### src/rtl/cordic_arbiter.sv
// cordic_arbiter: round-robin front end that time-shares one cordic_top core
// among NUM_REQ requesters. One operation is in flight at a time. An operation
// that never sees core_done is aborted after TIMEOUT wait cycles, and the core
// is then recovered with a one-cycle core_rst pulse.
module cordic_arbiter #(
    parameter int NUM_REQ = 4,
    parameter int IDX_W   = 2,
    parameter int TIMEOUT = 255
) (
    input  logic                   clk,
    input  logic                   rst,
    input  logic [NUM_REQ-1:0]     req_valid,
    input  logic [32*NUM_REQ-1:0]  req_angle,
    output logic [NUM_REQ-1:0]     req_ready,
    output logic [NUM_REQ-1:0]     resp_valid,
    output logic [31:0]            resp_sin,
    output logic [31:0]            resp_cos,
    output logic                   resp_timeout,
    output logic [IDX_W-1:0]       resp_idx,
    output logic                   busy,
    output logic                   core_rst,
    output logic                   core_valid,
    output logic [31:0]            core_angle,
    input  logic [31:0]            core_sin,
    input  logic [31:0]            core_cos,
    input  logic                   core_done
);

    localparam int CNT_W = $clog2(TIMEOUT + 1);

    typedef enum logic [1:0] {
        IDLE  = 2'd0,
        ISSUE = 2'd1,
        WAIT  = 2'd2,
        RESP  = 2'd3
    } state_t;

    state_t           state;
    logic [IDX_W-1:0] grant;
    logic [IDX_W-1:0] last_grant;
    logic [CNT_W-1:0] wait_cnt;
    logic             timeout_flag;

    logic             pick_valid;
    logic [IDX_W-1:0] pick_idx;
    logic [IDX_W-1:0] cand;
    logic [31:0]      angle_arr [NUM_REQ];

    // Unpack the flat angle bus so the winner can be selected by index.
    for (genvar g = 0; g < NUM_REQ; g++) begin : g_angle
        assign angle_arr[g] = req_angle[32*g +: 32];
    end

    // Round-robin pick: first requester above last_grant, wrapping modulo NUM_REQ.
    // NOTE: every variable gets a default before the loop, so no path leaves
    // a value unassigned and no latch is inferred.
    always_comb begin
        pick_valid = 1'b0;
        pick_idx   = '0;
        cand       = '0;
        // Walk from the farthest candidate to the nearest so the nearest wins.
        for (int k = NUM_REQ; k >= 1; k--) begin
            cand = IDX_W'((int'(last_grant) + k) % NUM_REQ);
            if (req_valid[cand]) begin
                pick_valid = 1'b1;
                pick_idx   = cand;
            end
        end
    end

    // Core reset follows the system reset and also pulses on an aborted operation.
    assign core_rst = rst | ((state == RESP) & timeout_flag);

    // Control FSM with all outputs registered.
    // NOTE: sequential state uses non-blocking assignments only, so every
    // register sees the pre-edge values of the others.
    always_ff @(posedge clk) begin
        if (rst) begin
            state        <= IDLE;
            grant        <= '0;
            last_grant   <= IDX_W'(NUM_REQ - 1);
            wait_cnt     <= '0;
            timeout_flag <= 1'b0;
            req_ready    <= '0;
            resp_valid   <= '0;
            resp_sin     <= '0;
            resp_cos     <= '0;
            resp_timeout <= 1'b0;
            resp_idx     <= '0;
            busy         <= 1'b0;
            core_valid   <= 1'b0;
            core_angle   <= '0;
        end else begin
            // Pulse outputs drop by default and are raised only in their one cycle.
            req_ready    <= '0;
            resp_valid   <= '0;
            resp_timeout <= 1'b0;
            core_valid   <= 1'b0;

            case (state)
                IDLE: begin
                    if (pick_valid) begin
                        grant      <= pick_idx;
                        core_angle <= angle_arr[pick_idx];
                        req_ready  <= NUM_REQ'(1) << pick_idx;
                        core_valid <= 1'b1;
                        busy       <= 1'b1;
                        state      <= ISSUE;
                    end
                end

                ISSUE: begin
                    wait_cnt <= '0;
                    state    <= WAIT;
                end

                WAIT: begin
                    wait_cnt <= wait_cnt + CNT_W'(1);
                    // A done on the final wait cycle takes priority over the abort.
                    if (core_done) begin
                        resp_sin     <= core_sin;
                        resp_cos     <= core_cos;
                        timeout_flag <= 1'b0;
                        resp_valid   <= NUM_REQ'(1) << grant;
                        resp_idx     <= grant;
                        state        <= RESP;
                    end else if (wait_cnt == CNT_W'(TIMEOUT - 1)) begin
                        resp_sin     <= '0;
                        resp_cos     <= '0;
                        timeout_flag <= 1'b1;
                        resp_valid   <= NUM_REQ'(1) << grant;
                        resp_timeout <= 1'b1;
                        resp_idx     <= grant;
                        state        <= RESP;
                    end
                end

                RESP: begin
                    last_grant <= grant;
                    busy       <= 1'b0;
                    state      <= IDLE;
                end

                default: begin
                    busy  <= 1'b0;
                    state <= IDLE;
                end
            endcase
        end
    end

endmodule

### config.mk
export PLATFORM = sky130hd
export DESIGN_NAME = cordic_arbiter
export DESIGN_NICKNAME = d
export VERILOG_FILES = /design/src/rtl/cordic_arbiter.sv
export SDC_FILE = /design/constraint.sdc
export NUM_CORES = 1
export LEC_CHECK = 0
export BUFFER_PORTS_ARGS = -buffer_cell sky130_fd_sc_hd__buf_2
export CAP_MARGIN = 10
export CORE_AREA = 3 3 118 120
export CTS_BUF_LIST = sky130_fd_sc_hd__clkbuf_16
export CTS_CLUSTER_DIAMETER = 40
export DETAILED_ROUTE_END_ITERATION = 8
export DIE_AREA = 0 0 121 123
export PLACE_DENSITY = 0.74
export REMOVE_ABC_BUFFERS = 1
export SLEW_MARGIN = 0
export SYNTH_ARGS = -nofsm -noshare
export SYNTH_HDL_FRONTEND = slang
export SYNTH_SLANG_ARGS = --single-unit
### constraint.sdc
create_clock -name clk -period 2 [get_ports clk]
set_clock_uncertainty 0.2 [all_clocks]
set_input_delay 0.4 -clock clk [delete_from_list [all_inputs] [get_ports clk]]
set_output_delay 0.4 -clock clk [all_outputs]
set_load 0.01 [all_outputs]
==> reports/qor.yml, run 1 <==
status: "finished clean"
fin_tns_setup_ns: 0
layout_common_cells: "308 x buf_2, 124 x dfxtp_1, 77 x nor2_1"
finalSetupViolCount: 0
fp.dieW_microns: 121
crit_chain: "nand2b_4 -> o21ai_2 -> a211oi_4 -> buf_12 -> buf_12 -> mux2i_2 -> o221ai_2"
worst_pin_slew_ns: 0.371
final_nets: 1045
ios: 309
dr.pass1.iters: 4
grt_max_degree: 64
drc: 0
finalHoldViolations: 0
syn2layout_area_growth_pct: 49.3
die_y_microns: 123
start_util_pct: 40.5
grt_pass1_wl_mm: 25.1
cp_slowest_cell: "dfxtp_1"
worst-setup-path-type: "flip-flop to flip-flop"
dp_hpwl_mm: 12.6
path_buf_inv: 2
max-cap-violations: 0
dieArea_sq_um: 14900
cp_common_cell: "buf_12"
clock_latency_ns: 0.41
maxSlewViolCount: 0
grtUsageMet2_pct: 37.2
rr_endpoint: "core_angle[0]"
postCtsHoldBufs: 0
worstReg2RegStart: "last_grant[0]"
r2r_cells: 7
endpoint_kind: "flip-flop"
final_common_cell: "buf_2"
rows: 42
yosysWarnings: 0
drive_above_1_share_pct: 50.1
synth_edf_count: 0
drt-total-wl_mm: 16.8
clockRootBuffer: "clkbuf_16"
whs_path_depth: 3
clock-sinks: 124
grt_pass1_vias: 4944
drtAntennaViolNets: 0
crit_fanout: 16
fill_cells: 1119
clock.fmax_ghz: 0.517
start_kind: "flip-flop"
hold_end: "resp_sin[16]"
holdCritStartpoint: "core_sin[16]"
crit_family: "compound AO/OA/AOI/OAI gates"
synth-seq-area-share_pct: 46.8
synth_cell_type_count: 46
wire_per_inst_microns: 16.3
rsz0062_at_grt: "no"
syn_inst: 519
clk_pin_slew_worst_paths_ns: 0.06
antenna_found_initial: 3
max_stage_delay_ns: 0.35
core_area_sq_um: 13100
syn-cell-area_sq_um: 5300
syn_avg_cell_area_sq_um: 10.2
routed_via_density: 5.04
p_leak_nw: 3.85
dp_cells: 995
cts_tree: "done"
cp.required_ns: 2.08
busiest_layer: "met2"
relSlewSlack_pct: 75.1
place.gp.congestion: 0.769
drt_iter0_markers: 287
worstPathArrival_ns: 2.02
synthFlopType: "dfxtp_1"
portBuffers: 308
peakVddDrop_mv: 0.601
regToRegSetupSlack_ns: 0.07
cts_buffers: 17
powerDensity_nw_per_um2: 1150
fin_crit_sh_pct: 96.7
fin_cells: 1031
hold_class: "input pin to flip-flop"
grt_util_all_layers_pct: 21.4
gr-usage-met3_pct: 6.91
h-tree-depth: 4
vias: 5200
fin_crit_ns: 1.93
max-clock-path-buffers: 2
grt_use_met1_pct: 24.6
grt_overflow: 0
startpoint: "last_grant[0]"
ys_ff_latch: 124
async_reset_ff_share_pct: 0
-- synth_stat cells (2+ instances only) --
| library cell | n | area (sq um) |
|---|---|---|
| buf_6 | 4 | 45.0 |
| nand2b_1 | 7 | 43.8 |
| nand2_1 | 37 | 139 |
| clkbuf_1 | 20 | 75.1 |
| inv_1 | 5 | 18.8 |
| a21oi_1 | 8 | 40.0 |
| xor2_1 | 3 | 26.3 |
| a21o_1 | 2 | 15.0 |
| nor2_1 | 78 | 293 |
| buf_1 | 3 | 11.3 |
| a22oi_1 | 64 | 480 |
| dfxtp_1 | 124 | 2480 |
| or3_1 | 2 | 12.5 |
| a211o_1 | 2 | 17.5 |
| buf_4 | 8 | 60.1 |
| o21ai_0 | 3 | 15.0 |
| o221ai_2 | 29 | 435 |
| buf_2 | 6 | 30.0 |
| nor3_1 | 3 | 15.0 |
| o221ai_1 | 3 | 26.3 |
| nor4b_1 | 2 | 17.5 |
| nor2b_1 | 3 | 18.8 |
| nand4_1 | 2 | 12.5 |
| ha_1 | 6 | 75.1 |
| o21ai_1 | 2 | 10.0 |
| nand3_1 | 5 | 25.0 |
| nor2b_4 | 2 | 27.5 |
| mux2i_1 | 68 | 681 |
-- metal layers --
metal,share of wire (%),routed length [microns],up-vias
li1,-,-,2545
met1,39,6560,2405
met5,0.16,27,-
met2,51,8580,222
met4,1.7,278,4
met3,7.9,1330,24
-- power breakdown --
part | leakage, nW | switching, W | internal, W
registers | 1.01 | 0.000248 | 0.00291
logic | 2.57 | 0.00150 | 0.00141
clock network | 0.273 | 0.00118 | 0.00185
total | 3.85 | 0.00293 | 0.00618
-- through the flow --
step,worst slack [ns],util (%),total power (W),cell area (sq um),hold slack (ns)
floorplan,-3.35,-,0.00481,5060,0.258
global placement,-0.0521,55.4,0.00603,7250,0.245
detailed placement,-0.163,55.4,0.00606,7250,0.243
CTS,0.0275,59.9,0.00913,7840,0.00709
global route,0.00591,60.5,0.00962,7910,0.00462
finish,0.0661,60.5,0.00910,7920,0.0253
-- state kept, by name, indices dropped and copies added, names as in the netlist --
register	count
core_angle	32
timeout_flag	1
last_grant	2
req_ready	4
wait_cnt	8
state	2
resp_cos	32
core_valid	1
busy	1
grant	2
resp_timeout	1
resp_sin	32
resp_valid	4
resp_idx	2
-- kinds of logic after synthesis --
| logic type | share of synthesized area [%] |
|---|---|
| multiplexers | 12.8 |
| XOR/XNOR | 0.661 |
| adder cells (fa/ha/maj) | 1.42 |
| AO/OA/AOI/OAI | 20.6 |
| flip-flops | 46.8 |
| AND/OR/NAND/NOR | 12.8 |
| buffers and inverters | 4.96 |
-- tightest hold or removal path, stage by stage --
cell and delay, ns:
buf_2 0.07, a22oi_1 0.05, nor2_1 0.07
-- repair_timing --
item | 4_1_cts | 5_1_grt
pin swaps | 0 | 1
gates cloned | 0 | 1
endpoints found under the setup margin | 1 | 21
resized for setup | 1 | 10
buffers inserted | 0 | 1
-- worst max-delay path by stage --
stage                     to  slack, ns  cells after the start
2_1_floorplan  core_angle[0]      -3.35                      5
3_3_place_gp   core_angle[0]      -0.05                      8
3_5_place_dp   core_angle[0]      -0.16                      8
4_1_cts        core_angle[0]       0.03                      7
5_1_grt          resp_cos[2]      0.006                      8
6_report       core_angle[0]       0.07                      7
-- cell type report --
type / count / area [sq um] / area share [%]
Tap cell: 176 / 220 / 2.78
Inverter: 5 / 18.8 / 0.237
Antenna cell: 2 / 5.00 / 0.0632
Multi-Input combinational cell: 347 / 2630 / 33.2
Clock buffer: 17 / 425 / 5.37
Sequential cell: 124 / 2480 / 31.4
Clock inverter: 15 / 164 / 2.07
Timing Repair Buffer: 345 / 1970 / 24.9
Note: power is estimated with default switching activity, not from simulation.
==> run 2: changes to the inputs <==
--- a/config.mk
+++ b/config.mk
@@ -12,7 +12,7 @@
 export CTS_CLUSTER_DIAMETER = 40
 export DETAILED_ROUTE_END_ITERATION = 8
 export DIE_AREA = 0 0 121 123
-export PLACE_DENSITY = 0.74
+export PLACE_DENSITY = 0.75
 export REMOVE_ABC_BUFFERS = 1
 export SLEW_MARGIN = 0
 export SYNTH_ARGS = -nofsm -noshare
==> reports/qor.yml, run 2 (synthesis gave the netlist of run 1 again) <==
rsz0062_at_grt: "yes"
regToRegSetupSlack_ns: -0.04
powerDensity_nw_per_um2: 1130
grt_pass1_vias: 4983
utilization_pct: 60.8
grt_overflow: 0
cp_slowest_cell: "a211oi_4"
rr_endpoint: "core_angle[1]"
clockRootBuffer: "clkbuf_16"
grt_use_met1_pct: 25.1
start_util_pct: 40.5
top_regs: "core_angle x32, resp_cos x32, resp_sin x32"
worst_pin_slew_ns: 0.462
drc: 0
r2r_cells: 7
drtAntennaViolNets: 0
fp.dieW_microns: 121
drt-total-wl_mm: 17.5
dr.pass1.iters: 4
syn2layout_area_growth_pct: 49.9
fin_crit_sh_pct: 102
clock.fmax_ghz: 0.489
clk_pin_slew_worst_paths_ns: 0.06
antenna_found_initial: 3
drt_iter0_markers: 333
worst-setup-path-type: "flip-flop to flip-flop"
final_common_cell: "buf_2"
grt_pass1_wl_mm: 25.2
crit_chain: "nand2b_4 -> o21ai_2 -> a211oi_4 -> clkbuf_16 -> buf_4 -> mux2i_2 -> o221ai_2"
start_kind: "flip-flop"
peakVddDrop_mv: 0.805
layout_common_cells: "308 x buf_2, 123 x dfxtp_1, 77 x nor2_1"
whs_path_depth: 3
postCtsHoldBufs: 0
fin_cells: 1036
fin_crit_ns: 2.04
clock-sinks: 124
cts_tree: "done"
violations: "negative setup slack"
maxSlewViolCount: 0
core_area_sq_um: 13100
cp.required_ns: 2.07
max_stage_delay_ns: 0.39
drive_above_1_share_pct: 50.7
die_y_microns: 123
endpoint_kind: "flip-flop"
fill_cells: 1139
dp_hpwl_mm: 12.9
worstReg2RegStart: "last_grant[0]"
cts_buffers: 17
hold_slack_ns: 0.0207
ios: 309
vias: 5258
startpoint: "last_grant[0]"
status: "finished, violations left"
dieArea_sq_um: 14900
finalHoldViolations: 0
place.gp.congestion: 0.783
crit_fanout: 8
worstPathArrival_ns: 2.11
gr-usage-met3_pct: 6.45
worst_slack_ns: -0.0435
max-cap-violations: 0
rows: 42
setup.worst_path.end: "core_angle[1]"
max-clock-path-buffers: 2
relSlewSlack_pct: 69.2
h-tree-depth: 4
grtUsageMet2_pct: 37.0
portBuffers: 308
final_nets: 1050
routed_via_density: 5.08
p_leak_nw: 3.89
busiest_layer: "met2"
clock_latency_ns: 0.41
finalSetupViolCount: 1
hold_class: "input pin to flip-flop"
grt_util_all_layers_pct: 21.5
dp_cells: 998
grt_max_degree: 63
wire_per_inst_microns: 16.9
-- run 2: worst min-delay path by stage --
stage / slack (ns) / end / start
after global placement: 0.25 / core_angle[24] / core_angle[24]
after global routing: 0.02 / resp_sin[4] / core_sin[4]
after CTS: 0.003 / resp_sin[28] / core_sin[28]
after detailed placement: 0.24 / core_angle[16] / core_angle[16]
after floorplan: 0.26 / wait_cnt[6] / wait_cnt[6]
final: 0.02 / resp_cos[1] / core_cos[1]
-- run 2: what timing repair did --
| action | CTS | global route |
|---|---|---|
| endpoints found under the setup margin | 0 | 64 |
| gates resized for setup | 0 | 20 |
| buffers inserted | 0 | 2 |
-- run 2: report_power, final --
group          switching (W)  internal [W]
clock network        0.00114       0.00170
logic                0.00153       0.00143
registers           0.000253       0.00291
-- run 2: layer usage --
metal | vias up | wire length (microns) | share of wire, %
li1 | 2550 | - | -
met1 | 2448 | 6860 | 39
met2 | 233 | 8890 | 51
met3 | 27 | 1350 | 7.7
met4 | 0 | 426 | 2.4
met5 | - | 0 | 0
-- run 2: critical path: cells and delay by family (launching register included) --
family,cells,cell delay (ns)
DFF,1,0.34
buffers and inverters,2,0.36
muxes,1,0.27
AOI/OAI and AO/OA,3,0.59
and+or+nand+nor,1,0.13
-- run 2: cell type report --
class | count | area, sq um | area share (%)
inverters | 5 | 18.8 | 0.236
well taps | 176 | 220 | 2.77
multi-input cells | 347 | 2660 | 33.5
clock buffers | 17 | 425 | 5.35
flip-flops and latches | 124 | 2480 | 31.2
repair buffers | 350 | 2010 | 25.3
diodes | 2 | 5.00 | 0.0630
clock inverters | 15 | 125 | 1.57
-- run 2: per-stage QoR --
step	power (W)	area [sq um]	setup TNS, ns	setup slack [ns]
4_1_cts	0.00891	7790	0	0.00782
5_1_grt	0.00946	7950	-0.431	-0.108
3_5_place_dp	0.00605	7240	-2.94	-0.120
3_3_place_gp	0.00601	7240	-2.05	-0.0907
2_1_floorplan	0.00481	5060	-250.03	-3.35
6_report	0.00896	7950	-0.0435	-0.0435
==> run 3: changes to the inputs <==
--- a/config.mk
+++ b/config.mk
@@ -7,14 +7,15 @@
 export LEC_CHECK = 0
 export BUFFER_PORTS_ARGS = -buffer_cell sky130_fd_sc_hd__buf_2
 export CAP_MARGIN = 10
-export CORE_AREA = 3 3 118 120
+export CELL_PAD_IN_SITES_DETAIL_PLACEMENT = 1
+export CELL_PAD_IN_SITES_GLOBAL_PLACEMENT = 1
+export CORE_MARGIN = 3
+export CORE_UTILIZATION = 31
 export CTS_BUF_LIST = sky130_fd_sc_hd__clkbuf_16
 export CTS_CLUSTER_DIAMETER = 40
 export DETAILED_ROUTE_END_ITERATION = 8
-export DIE_AREA = 0 0 121 123
-export PLACE_DENSITY = 0.75
+export PLACE_DENSITY = 0.79
 export REMOVE_ABC_BUFFERS = 1
-export SLEW_MARGIN = 0
 export SYNTH_ARGS = -nofsm -noshare
 export SYNTH_HDL_FRONTEND = slang
 export SYNTH_SLANG_ARGS = --single-unit
==> reports/qor.yml, run 3 (synthesis gave the netlist of run 1 again) <==
regToRegSetupSlack_ns: 0.03
multiInputGateArea_sq_um: 2660
final_common_cell: "buf_2"
worst-setup-path-type: "flip-flop to flip-flop"
maxSlewViolCount: 0
drc: 0
postCtsHoldBufs: 0
grt_util_all_layers_pct: 19.4
start_util_pct: 31.9
whs_path_depth: 3
crit_family: "buffers and inverters"
place_ws_ns: -0.183
p_leak_nw: 3.88
startpoint: "last_grant[0]"
seq_area_sq_um: 2480
cts_buffers: 17
powerDensity_nw_per_um2: 1150
grt_pass1_vias: 5681
cp_slowest_cell: "dfxtp_1"
hold_class: "input pin to flip-flop"
grt_pass1_wl_mm: 28.8
cp.depth: 8
fill_cells: 1992
worst_slack_ns: 0.0310
syn2layout_area_growth_pct: 52.1
endpoint_kind: "flip-flop"
clock-sinks: 124
rr_endpoint: "core_angle[11]"
cp.required_ns: 2.09
max-clock-path-buffers: 2
h-tree-depth: 4
grt_max_degree: 66
antenna_found_initial: 1
fin_crit_ns: 1.97
clock_latency_ns: 0.41
peakVddDrop_mv: 0.552
path_buf_inv: 3
fp.dieW_microns: 137
die_y_microns: 137
layout_common_cells: "308 x buf_2, 123 x dfxtp_1, 77 x nor2_1"
clockRootBuffer: "clkbuf_16"
fin_tns_setup_ns: 0
relSlewSlack_pct: 70.3
vias: 5325
drt-total-wl_mm: 19.3
clk_pin_slew_worst_paths_ns: 0.06
ios: 309
dieArea_sq_um: 18700
crit_fanout: 9
max_stage_delay_ns: 0.33
finalHoldViolations: 0
r2r_cells: 8
max-cap-violations: 0
drive_above_1_share_pct: 50.8
dr.pass1.iters: 4
grt_overflow: 0
worstPathArrival_ns: 2.06
status: "finished clean"
dp_hpwl_mm: 14.4
top_regs: "core_angle x32, resp_cos x32, resp_sin x32"
rows: 47
final_nets: 1050
hold_slack_ns: 0.0217
rsz0062_at_grt: "yes"
wire_per_inst_microns: 17.8
worstReg2RegStart: "last_grant[0]"
portBuffers: 308
finalSetupViolCount: 0
setup.worst_path.end: "core_angle[11]"
clock.fmax_ghz: 0.508
cts_tree: "done"
crit_chain: "nand2b_1 -> o21ai_2 -> a211oi_4 -> buf_4 -> buf_12 -> clkbuf_16 -> mux2i_2 -> o221ai_2"
drtAntennaViolNets: 0
drt_iter0_markers: 150
fin_crit_sh_pct: 98.4
routed_via_density: 4.93
core_area_sq_um: 16600
worst_pin_slew_ns: 0.443
start_kind: "flip-flop"
place.gp.congestion: 0.777
==> run 3: changes by cell type in the layout (fill, tap and decap cells not counted), sizes merged <==
cell      previous run  this run
clkinvlp             5         2
inv                  8        10
buf                348       347
bufinv               1         2
clkbuf              19        20
==> run 3: final cells by class <==
| class | count | share of cell area [%] |
|---|---|---|
| Clock buffer | 17 | 5.27 |
| Antenna cell | 2 | 0.0620 |
| Timing Repair Buffer | 350 | 25.3 |
| Inverter | 5 | 0.233 |
| Tap cell | 220 | 3.41 |
| Multi-Input combinational cell | 347 | 32.9 |
| Sequential cell | 124 | 30.8 |
| Clock inverter | 15 | 2.02 |
==> run 3: through the flow <==
stage / utilization [%] / instance area [sq um] / instances / power, W
2_1_floorplan: - / 5060 / 476 / 0.00481
3_3_place_gp: 43.7 / 7280 / 1039 / 0.00601
3_5_place_dp: 43.7 / 7280 / 1039 / 0.00610
4_1_cts: 47.3 / 7870 / 1071 / 0.00922
5_1_grt: 48.5 / 8070 / 1079 / 0.00983
6_report: 48.5 / 8070 / 1080 / 0.00926
==> run 3: power by group <==
| part | total, W | leakage, nW | switching [W] | internal (W) |
|---|---|---|---|---|
| Clock | 0.00307 | 0.283 | 0.00121 | 0.00185 |
| Combinational | 0.00303 | 2.59 | 0.00157 | 0.00146 |
| Sequential | 0.00317 | 1.01 | 0.000261 | 0.00291 |
| Total | 0.00926 | 3.88 | 0.00304 | 0.00622 |
==> run 3: worst reg2reg max path, stage by stage (launching register included) <==
cell and delay, ns:
dfxtp_1 0.33, nand2b_1 0.15, o21ai_2 0.09, a211oi_4 0.22, buf_4 0.17, buf_12 0.15, clkbuf_16 0.18, mux2i_2 0.25
o221ai_2 0.11
==> run 3: how the worst min path moves through the flow <==
stage	start	endpoint	slack, ns
2_1_floorplan	wait_cnt[6]	wait_cnt[6]	0.26
3_3_place_gp	core_angle[6]	core_angle[6]	0.25
3_5_place_dp	core_angle[15]	core_angle[15]	0.24
4_1_cts	core_cos[23]	resp_cos[23]	0.006
5_1_grt	core_sin[6]	resp_sin[6]	0.009
6_report	core_cos[27]	resp_cos[27]	0.02
==> run 3: per-layer routing <==
layer | up-vias | share of wire, % | global-route usage [%]
met5 | - | 0 | 0
li1 | 2544 | - | -
met4 | 0 | 1.9 | 6.60
met1 | 2550 | 37 | 21.0
met2 | 210 | 52 | 35.5
met3 | 21 | 8.9 | 6.43
==> run 3: timing repair <==
action	in CTS	in global routing
buffers inserted	0	4
gates resized for setup	2	19
gates cloned	0	3
setup endpoints to repair	2	63
pin swaps	0	1
